$ cat src/rtl/exe_stage_if.sv
// Execute-stage connection bundle: the ID->EXE and EXE->MEM handshakes, the data-SRAM request
// and the ID hazard feedback.
interface exe_stage_if;
    logic         ms_allowin;
    logic         es_allowin;
    logic         ds_to_es_valid;
    logic [151:0] ds_to_es_bus;
    logic         es_to_ms_valid;
    logic [70:0]  es_to_ms_bus;
    logic         data_sram_en;
    logic [3:0]   data_sram_we;
    logic [31:0]  data_sram_addr;
    logic [31:0]  data_sram_wdata;
    logic [7:0]   es_to_ds_bus;

    modport slave (
        input  ms_allowin, ds_to_es_valid, ds_to_es_bus,
        output es_allowin, es_to_ms_valid, es_to_ms_bus, data_sram_en, data_sram_we,
               data_sram_addr, data_sram_wdata, es_to_ds_bus
    );

    modport master (
        output ms_allowin, ds_to_es_valid, ds_to_es_bus,
        input  es_allowin, es_to_ms_valid, es_to_ms_bus, data_sram_en, data_sram_we,
               data_sram_addr, data_sram_wdata, es_to_ds_bus
    );
endinterface

$ cat src/rtl/exe_stage.sv
// Execute stage: single-cycle ALU, 33-cycle restoring radix-2 divider and word-wide
// data-SRAM request issue; forwards results to MEM and hazard info to ID.
module exe_stage (
    input  logic        clk,
    input  logic        reset,
    exe_stage_if.slave  bus
);

    typedef enum logic [1:0] {StIdle, StCalc, StDone} div_state_e;

    logic         es_valid_q, es_valid_d;
    logic [151:0] ds_bus_q, ds_bus_d;
    div_state_e   div_state_q, div_state_d;
    logic [4:0]   count_q, count_d;
    logic [31:0]  rem_q, rem_d;
    logic [31:0]  quo_q, quo_d;
    logic [31:0]  divisor_q, divisor_d;

    logic [11:0] alu_op;
    logic [3:0]  div_op;
    logic        mem_we, res_from_mem, gr_we;
    logic [4:0]  dest;
    logic [31:0] src1, src2, rkd_value, pc;

    assign {alu_op, div_op, mem_we, res_from_mem, gr_we, dest, src1, src2, rkd_value, pc} =
        ds_bus_q;

    // Handshake
    logic is_div, es_ready_go, es_allowin;
    assign is_div      = |div_op;
    assign es_ready_go = is_div ? (div_state_q == StDone) : 1'b1;
    assign es_allowin  = !es_valid_q || (es_ready_go && bus.ms_allowin);

    always_comb begin
        es_valid_d = es_valid_q;
        ds_bus_d   = ds_bus_q;
        if (es_allowin) begin
            es_valid_d = bus.ds_to_es_valid;
        end
        if (bus.ds_to_es_valid && es_allowin) begin
            ds_bus_d = bus.ds_to_es_bus;
        end
    end

    // ALU
    logic [4:0]  sh_amt;
    logic [31:0] add_res, sub_res, slt_res, sltu_res, alu_result;
    assign sh_amt   = src2[4:0];
    assign add_res  = src1 + src2;
    assign sub_res  = src1 - src2;
    assign slt_res  = {31'b0, $signed(src1) < $signed(src2)};
    assign sltu_res = {31'b0, src1 < src2};

    assign alu_result = ({32{alu_op[0]}}  & add_res)
                      | ({32{alu_op[1]}}  & sub_res)
                      | ({32{alu_op[2]}}  & slt_res)
                      | ({32{alu_op[3]}}  & sltu_res)
                      | ({32{alu_op[4]}}  & (src1 & src2))
                      | ({32{alu_op[5]}}  & ~(src1 | src2))
                      | ({32{alu_op[6]}}  & (src1 | src2))
                      | ({32{alu_op[7]}}  & (src1 ^ src2))
                      | ({32{alu_op[8]}}  & (src1 << sh_amt))
                      | ({32{alu_op[9]}}  & (src1 >> sh_amt))
                      | ({32{alu_op[10]}} & 32'($signed(src1) >>> sh_amt))
                      | ({32{alu_op[11]}} & src2);

    // Divider operands: signed ops work on magnitudes and fix signs afterwards
    logic        signed_op, src1_neg, src2_neg;
    logic [31:0] abs1, abs2;
    assign signed_op = div_op[0] | div_op[1];
    assign src1_neg  = signed_op & src1[31];
    assign src2_neg  = signed_op & src2[31];
    assign abs1      = src1_neg ? -src1 : src1;
    assign abs2      = src2_neg ? -src2 : src2;

    // Partial remainder stays below the divisor, so 33 bits hold the shifted trial exactly
    logic [32:0] shifted, trial;
    assign shifted = {rem_q, quo_q[31]};
    assign trial   = shifted - {1'b0, divisor_q};

    always_comb begin
        div_state_d = div_state_q;
        count_d     = count_q;
        rem_d       = rem_q;
        quo_d       = quo_q;
        divisor_d   = divisor_q;
        unique case (div_state_q)
            StIdle: begin
                if (es_valid_q && is_div) begin
                    rem_d       = '0;
                    quo_d       = abs1;
                    divisor_d   = abs2;
                    count_d     = '0;
                    div_state_d = StCalc;
                end
            end
            StCalc: begin
                rem_d   = trial[32] ? shifted[31:0] : trial[31:0];
                quo_d   = {quo_q[30:0], ~trial[32]};
                count_d = count_q + 5'd1;
                if (count_q == 5'd31) begin
                    div_state_d = StDone;
                end
            end
            StDone: begin
                if (bus.ms_allowin) begin
                    div_state_d = StIdle;
                end
            end
            default: div_state_d = StIdle;
        endcase
    end

    logic        quot_sel, div_by_zero;
    logic [31:0] quo_fix, rem_fix, div_result, es_result;
    assign quot_sel    = div_op[0] | div_op[2];
    assign div_by_zero = (src2 == 32'h0);
    assign quo_fix     = (src1_neg ^ src2_neg) ? -quo_q : quo_q;
    assign rem_fix     = src1_neg ? -rem_q : rem_q;
    assign div_result  = div_by_zero ? (quot_sel ? 32'hFFFF_FFFF : src1)
                                     : (quot_sel ? quo_fix : rem_fix);
    assign es_result   = is_div ? div_result : alu_result;

    always_ff @(posedge clk) begin
        if (!reset) begin
            es_valid_q  <= 1'b0;
            ds_bus_q    <= '0;
            div_state_q <= StIdle;
            count_q     <= '0;
            rem_q       <= '0;
            quo_q       <= '0;
            divisor_q   <= '0;
        end else begin
            es_valid_q  <= es_valid_d;
            ds_bus_q    <= ds_bus_d;
            div_state_q <= div_state_d;
            count_q     <= count_d;
            rem_q       <= rem_d;
            quo_q       <= quo_d;
            divisor_q   <= divisor_d;
        end
    end

    // Memory request only fires on the cycle the instruction moves to MEM
    assign bus.es_allowin      = es_allowin;
    assign bus.es_to_ms_valid  = es_valid_q && es_ready_go;
    assign bus.es_to_ms_bus    = {res_from_mem, gr_we, dest, es_result, pc};
    assign bus.data_sram_en    = es_valid_q && (mem_we || res_from_mem) && bus.ms_allowin;
    assign bus.data_sram_we    = {4{es_valid_q && mem_we && bus.ms_allowin}};
    assign bus.data_sram_addr  = alu_result;
    assign bus.data_sram_wdata = rkd_value;
    assign bus.es_to_ds_bus    = {es_valid_q, gr_we, res_from_mem, dest};

endmodule
$ cat src/flat_wrapper.sv
// flat-port wrapper written by rule: the top's interface ports become plain ports
module exe_stage_flat 
  (clk, reset, bus_ms_allowin, bus_ds_to_es_valid, bus_ds_to_es_bus, bus_es_allowin, bus_es_to_ms_valid, bus_es_to_ms_bus, bus_data_sram_en, bus_data_sram_we, bus_data_sram_addr, bus_data_sram_wdata, bus_es_to_ds_bus);
  exe_stage_if bus_i ();
  input  logic clk;
  input  logic reset;
  input wire logic [$bits(bus_i.ms_allowin)-1:0] bus_ms_allowin;
  input wire logic [$bits(bus_i.ds_to_es_valid)-1:0] bus_ds_to_es_valid;
  input wire logic [$bits(bus_i.ds_to_es_bus)-1:0] bus_ds_to_es_bus;
  output wire logic [$bits(bus_i.es_allowin)-1:0] bus_es_allowin;
  output wire logic [$bits(bus_i.es_to_ms_valid)-1:0] bus_es_to_ms_valid;
  output wire logic [$bits(bus_i.es_to_ms_bus)-1:0] bus_es_to_ms_bus;
  output wire logic [$bits(bus_i.data_sram_en)-1:0] bus_data_sram_en;
  output wire logic [$bits(bus_i.data_sram_we)-1:0] bus_data_sram_we;
  output wire logic [$bits(bus_i.data_sram_addr)-1:0] bus_data_sram_addr;
  output wire logic [$bits(bus_i.data_sram_wdata)-1:0] bus_data_sram_wdata;
  output wire logic [$bits(bus_i.es_to_ds_bus)-1:0] bus_es_to_ds_bus;
  assign bus_i.ms_allowin = bus_ms_allowin;
  assign bus_i.ds_to_es_valid = bus_ds_to_es_valid;
  assign bus_i.ds_to_es_bus = bus_ds_to_es_bus;
  assign bus_es_allowin = bus_i.es_allowin;
  assign bus_es_to_ms_valid = bus_i.es_to_ms_valid;
  assign bus_es_to_ms_bus = bus_i.es_to_ms_bus;
  assign bus_data_sram_en = bus_i.data_sram_en;
  assign bus_data_sram_we = bus_i.data_sram_we;
  assign bus_data_sram_addr = bus_i.data_sram_addr;
  assign bus_data_sram_wdata = bus_i.data_sram_wdata;
  assign bus_es_to_ds_bus = bus_i.es_to_ds_bus;
  exe_stage u_core (.clk(clk), .reset(reset), .bus(bus_i));
endmodule
$ cat config.mk
export PLATFORM = sky130hd
export DESIGN_NAME = exe_stage_flat
export DESIGN_NICKNAME = d
export VERILOG_FILES = /design/src/rtl/exe_stage_if.sv /design/src/rtl/exe_stage.sv /design/src/flat_wrapper.sv
export SDC_FILE = /design/constraint.sdc
export NUM_CORES = 1
export LEC_CHECK = 0
export BUFFER_PORTS_ARGS = -buffer_cell sky130_fd_sc_hd__buf_2
export CORE_MARGIN = 3
export CORE_UTILIZATION = 35
export DETAILED_ROUTE_END_ITERATION = 8
export GPL_TIMING_DRIVEN = 0
export SLEW_MARGIN = 20
export SYNTH_ARGS = -nofsm -noshare
export SYNTH_HDL_FRONTEND = slang
export SYNTH_SLANG_ARGS = --single-unit
$ cat constraint.sdc
create_clock -name clk -period 9.2 [get_ports clk]
set_clock_uncertainty 0.15 [all_clocks]
set_input_delay 0.46 -clock clk [delete_from_list [all_inputs] [get_ports clk]]
set_output_delay 0.46 -clock clk [all_outputs]
set_load 0.02 [all_outputs]
==> results_dict.tcl <==
set metrics [dict create \
    hold_slack_ps 11.01 \
    cts_root_buf "clkbuf_16" \
    clock_sinks 256 \
    slew_viol_final 0 \
    critPathMaxFanout 11 \
    grt_pass1_wl_mm 205.7 \
    layout-drive-gt1-share_pct 15.31 \
    dp_hpwl_mm 116.6 \
    required_ps 8590 \
    fillerInstances 7405 \
    start_kind "flip-flop" \
    fp.dieW_um 273.6 \
    max_stage_delay_ps 860 \
    crit_chain "clkbuf_1 -> inv_2 -> buf_2 -> buf_1 -> clkbuf_1 -> ha_1 -> buf_2 -> nor2b_1 -> o21ai_0 -> a31oi_1 -> o211ai_1 -> a2111o_1 -> a211oi_1 -> o21ai_0 -> a21boi_0 -> o21ai_0 -> buf_2" \
    path_class "reg -> out" \
    synth_ff_type "dfxtp_1" \
    drv_cap 0 \
    max_slew.worst_pin.slew_ps 1267 \
    grt_pass1_vias 27810 \
    critical-path-top-delay-family "compound AO/OA/AOI/OAI gates" \
    rsz0062_at_grt "false" \
    finalHoldViolCount 0 \
    setup_tns_ps 0 \
    hold_depth 3 \
    synth_edf_count 0 \
    cts-htree-levels 2 \
    core_area_um2 70510 \
    synth_cells 3333 \
    viasPerCell 6.122 \
    crit_slowest_cell "a21boi_0" \
    syn_avg_cell_area_um2 7.517 \
    wl_mm 147.1 \
    grt_max_degree 13 \
    period_share_pct 94.45 \
    gp_congestion 1.055 \
    slew_headroom_pct 14.86 \
    setup_ws_ps 511.0 \
    p_per_area_nw_per_um2 175.8 \
    setup_viol 0 \
    status "finished, final reports clean" \
    portBuffers 304 \
    worstSetupEndpointType "primary output" \
    antenna_left 0 \
    clock.fmax_mhz 115.1 \
    path_depth 17 \
    synth-warning-count 0 \
    fin_nets 4091 \
    die_h_um 273.6 \
    hp-class "in -> reg" \
    yosysUniqueCellTypes 93 \
    cts_buffers 34 \
    ys_ff_latch 256 \
    ios 306 \
    postCtsSetupRepairBufs 0 \
    cp_num_buf_inv 7 \
    antenna_found_initial 11 \
    ctsResizeCount 0 \
    rows 97 \
    clkTransAtPathRegs_ps 70 \
    ys_seq_area_share_pct 20.46 \
    drt-pass1-iter-count 9 \
    cts_tree "done" \
    clock_path_buffers 3 \
    avgRoutedWirePerCell_um 30.90 \
    gr-total-overflow 0 \
    drtIter0Drc 3671 \
    area_delta_synth_final_pct 20.09 \
    worstRegToRegCells 15 \
    layout_min_cycle_time_ps 8689 \
    drc_errors 0 \
    track_usage_pct 37.98 \
    die_area_um2 74830 \
    final_cell_mix "nand2_1, buf_2, dfxtp_1" \
    ir_drop_uv 133.1 \
    synth_area_um2 25050 \
    cellLeakagePower_uw 0.01263 \
    worstPathArrival_ps 8080 \
    dp_slack_ps 1596 \
    start_util_pct 35.53 \
    final_common_cell "nand2_1" \
    synth_fp_nets 3627 \
    synthArstFlopShare_pct 0 \
    vias 29150 \
    clk_latency_ps 580 \
]
per-stage QoR:
step	cells	utilization [%]	cell area [um^2]	power (uW)
3_5_place_dp	4577	39.37	27760	3836
3_3_place_gp	4577	39.36	27750	3845
4_1_cts	4760	42.66	30080	5224
2_1_floorplan	3333	-	25050	2934
6_report	4762	42.67	30090	5289
5_1_grt	4760	42.66	30080	5493
state kept, by name, summed over array words and instances (netlist names):
name                flops
u_core.quo_q           32
u_core.div_state_q      2
u_core.count_q          5
u_core.divisor_q       32
u_core.rem_q           32
u_core.ds_bus_q       152
u_core.es_valid_q       1
synthesized netlist by cell type, types with 59 or more instances:
cell type,n,area (um^2)
a21boi_0,167,1254
dfxtp_1,256,5125
nor2_1,227,852.1
mux4_2,59,1329
mux2i_1,104,1041
o21ai_0,173,865.8
clkbuf_1,202,758.2
inv_1,152,570.6
buf_4,89,668.1
ha_1,135,1689
a21oi_1,175,875.8
nor3_1,70,350.3
nand2_1,544,2042
xnor2_1,136,1191
worst paths after layout:
kind | from | endpoint | slack (ps)
worst max register to register | u_core.quo_q[31]$_SDFFE_PN0P_ | u_core.rem_q[29]$_SDFFE_PN0P_ | 4940
worst max-delay path | u_core.ds_bus_q[66]$_SDFFE_PN0P_ | bus_es_to_ms_bus[32] | 510
worst min-delay path | bus_ds_to_es_bus[126] | u_core.ds_bus_q[126]$_SDFFE_PN0P_ | 10
worst min register to register | u_core.ds_bus_q[54]$_SDFFE_PN0P_ | u_core.ds_bus_q[54]$_SDFFE_PN0P_ | 310
area by class of cell:
cell class	instances	area, um^2	area share (%)
clock buffer	49	957.2	3.181
antenna	2	5.005	0.01663
inverter	158	593.1	1.971
buffer	344	1763	5.859
tap	940	1176	3.909
multi-input combinational	2575	17580	58.44
timing repair buffer	428	2763	9.182
clock inverter	10	122.6	0.4075
sequential	256	5125	17.03
metal layers:
layer	share of wire, %	vias to the layer above	wire length (um)	track usage, %
met2	41	1931	60740	56.28
met4	6.8	12	9954	20.98
met3	12	438	17010	9.177
li1	-	12780	-	-
met5	0.055	-	81	0
met1	40	13990	59340	50.41
logic make-up (layout without fill, tap and decap cells):
kind of cell	after synthesis	after routing	synth area share, %
simple gates	1104	1104	19.82
compound gates	972	972	26.85
buf+inv	502	989	9.399
flops	256	256	20.46
xor+xnor	186	186	6.502
mux	175	175	9.998
fa+ha+maj	138	138	6.982
other cells	0	2	0
worst register-to-register path, delay by kind of cell, from the launching register on:
kind,cells,cell delay [ps]
xor gates and xnor gates,1,270
adders and majority gates,2,630
DFF,1,290
buffers and inverters,4,840
AOI/OAI and AO/OA,8,2010
where the power goes:
| part | internal [uW] | total (uW) | switching (uW) | leakage [uW] |
|---|---|---|---|---|
| sequential | 1180 | 1310 | 125 | 0.00209 |
| combinational | 934 | 2650 | 1710 | 0.0100 |
| clock | 760 | 1330 | 574 | 0.000531 |
repair_timing:
action	CTS	global route
setup endpoints to repair	0	0
hold buffers	124	0
endpoints found under the hold margin	124	0
Power figures use the tool's default switching activity.
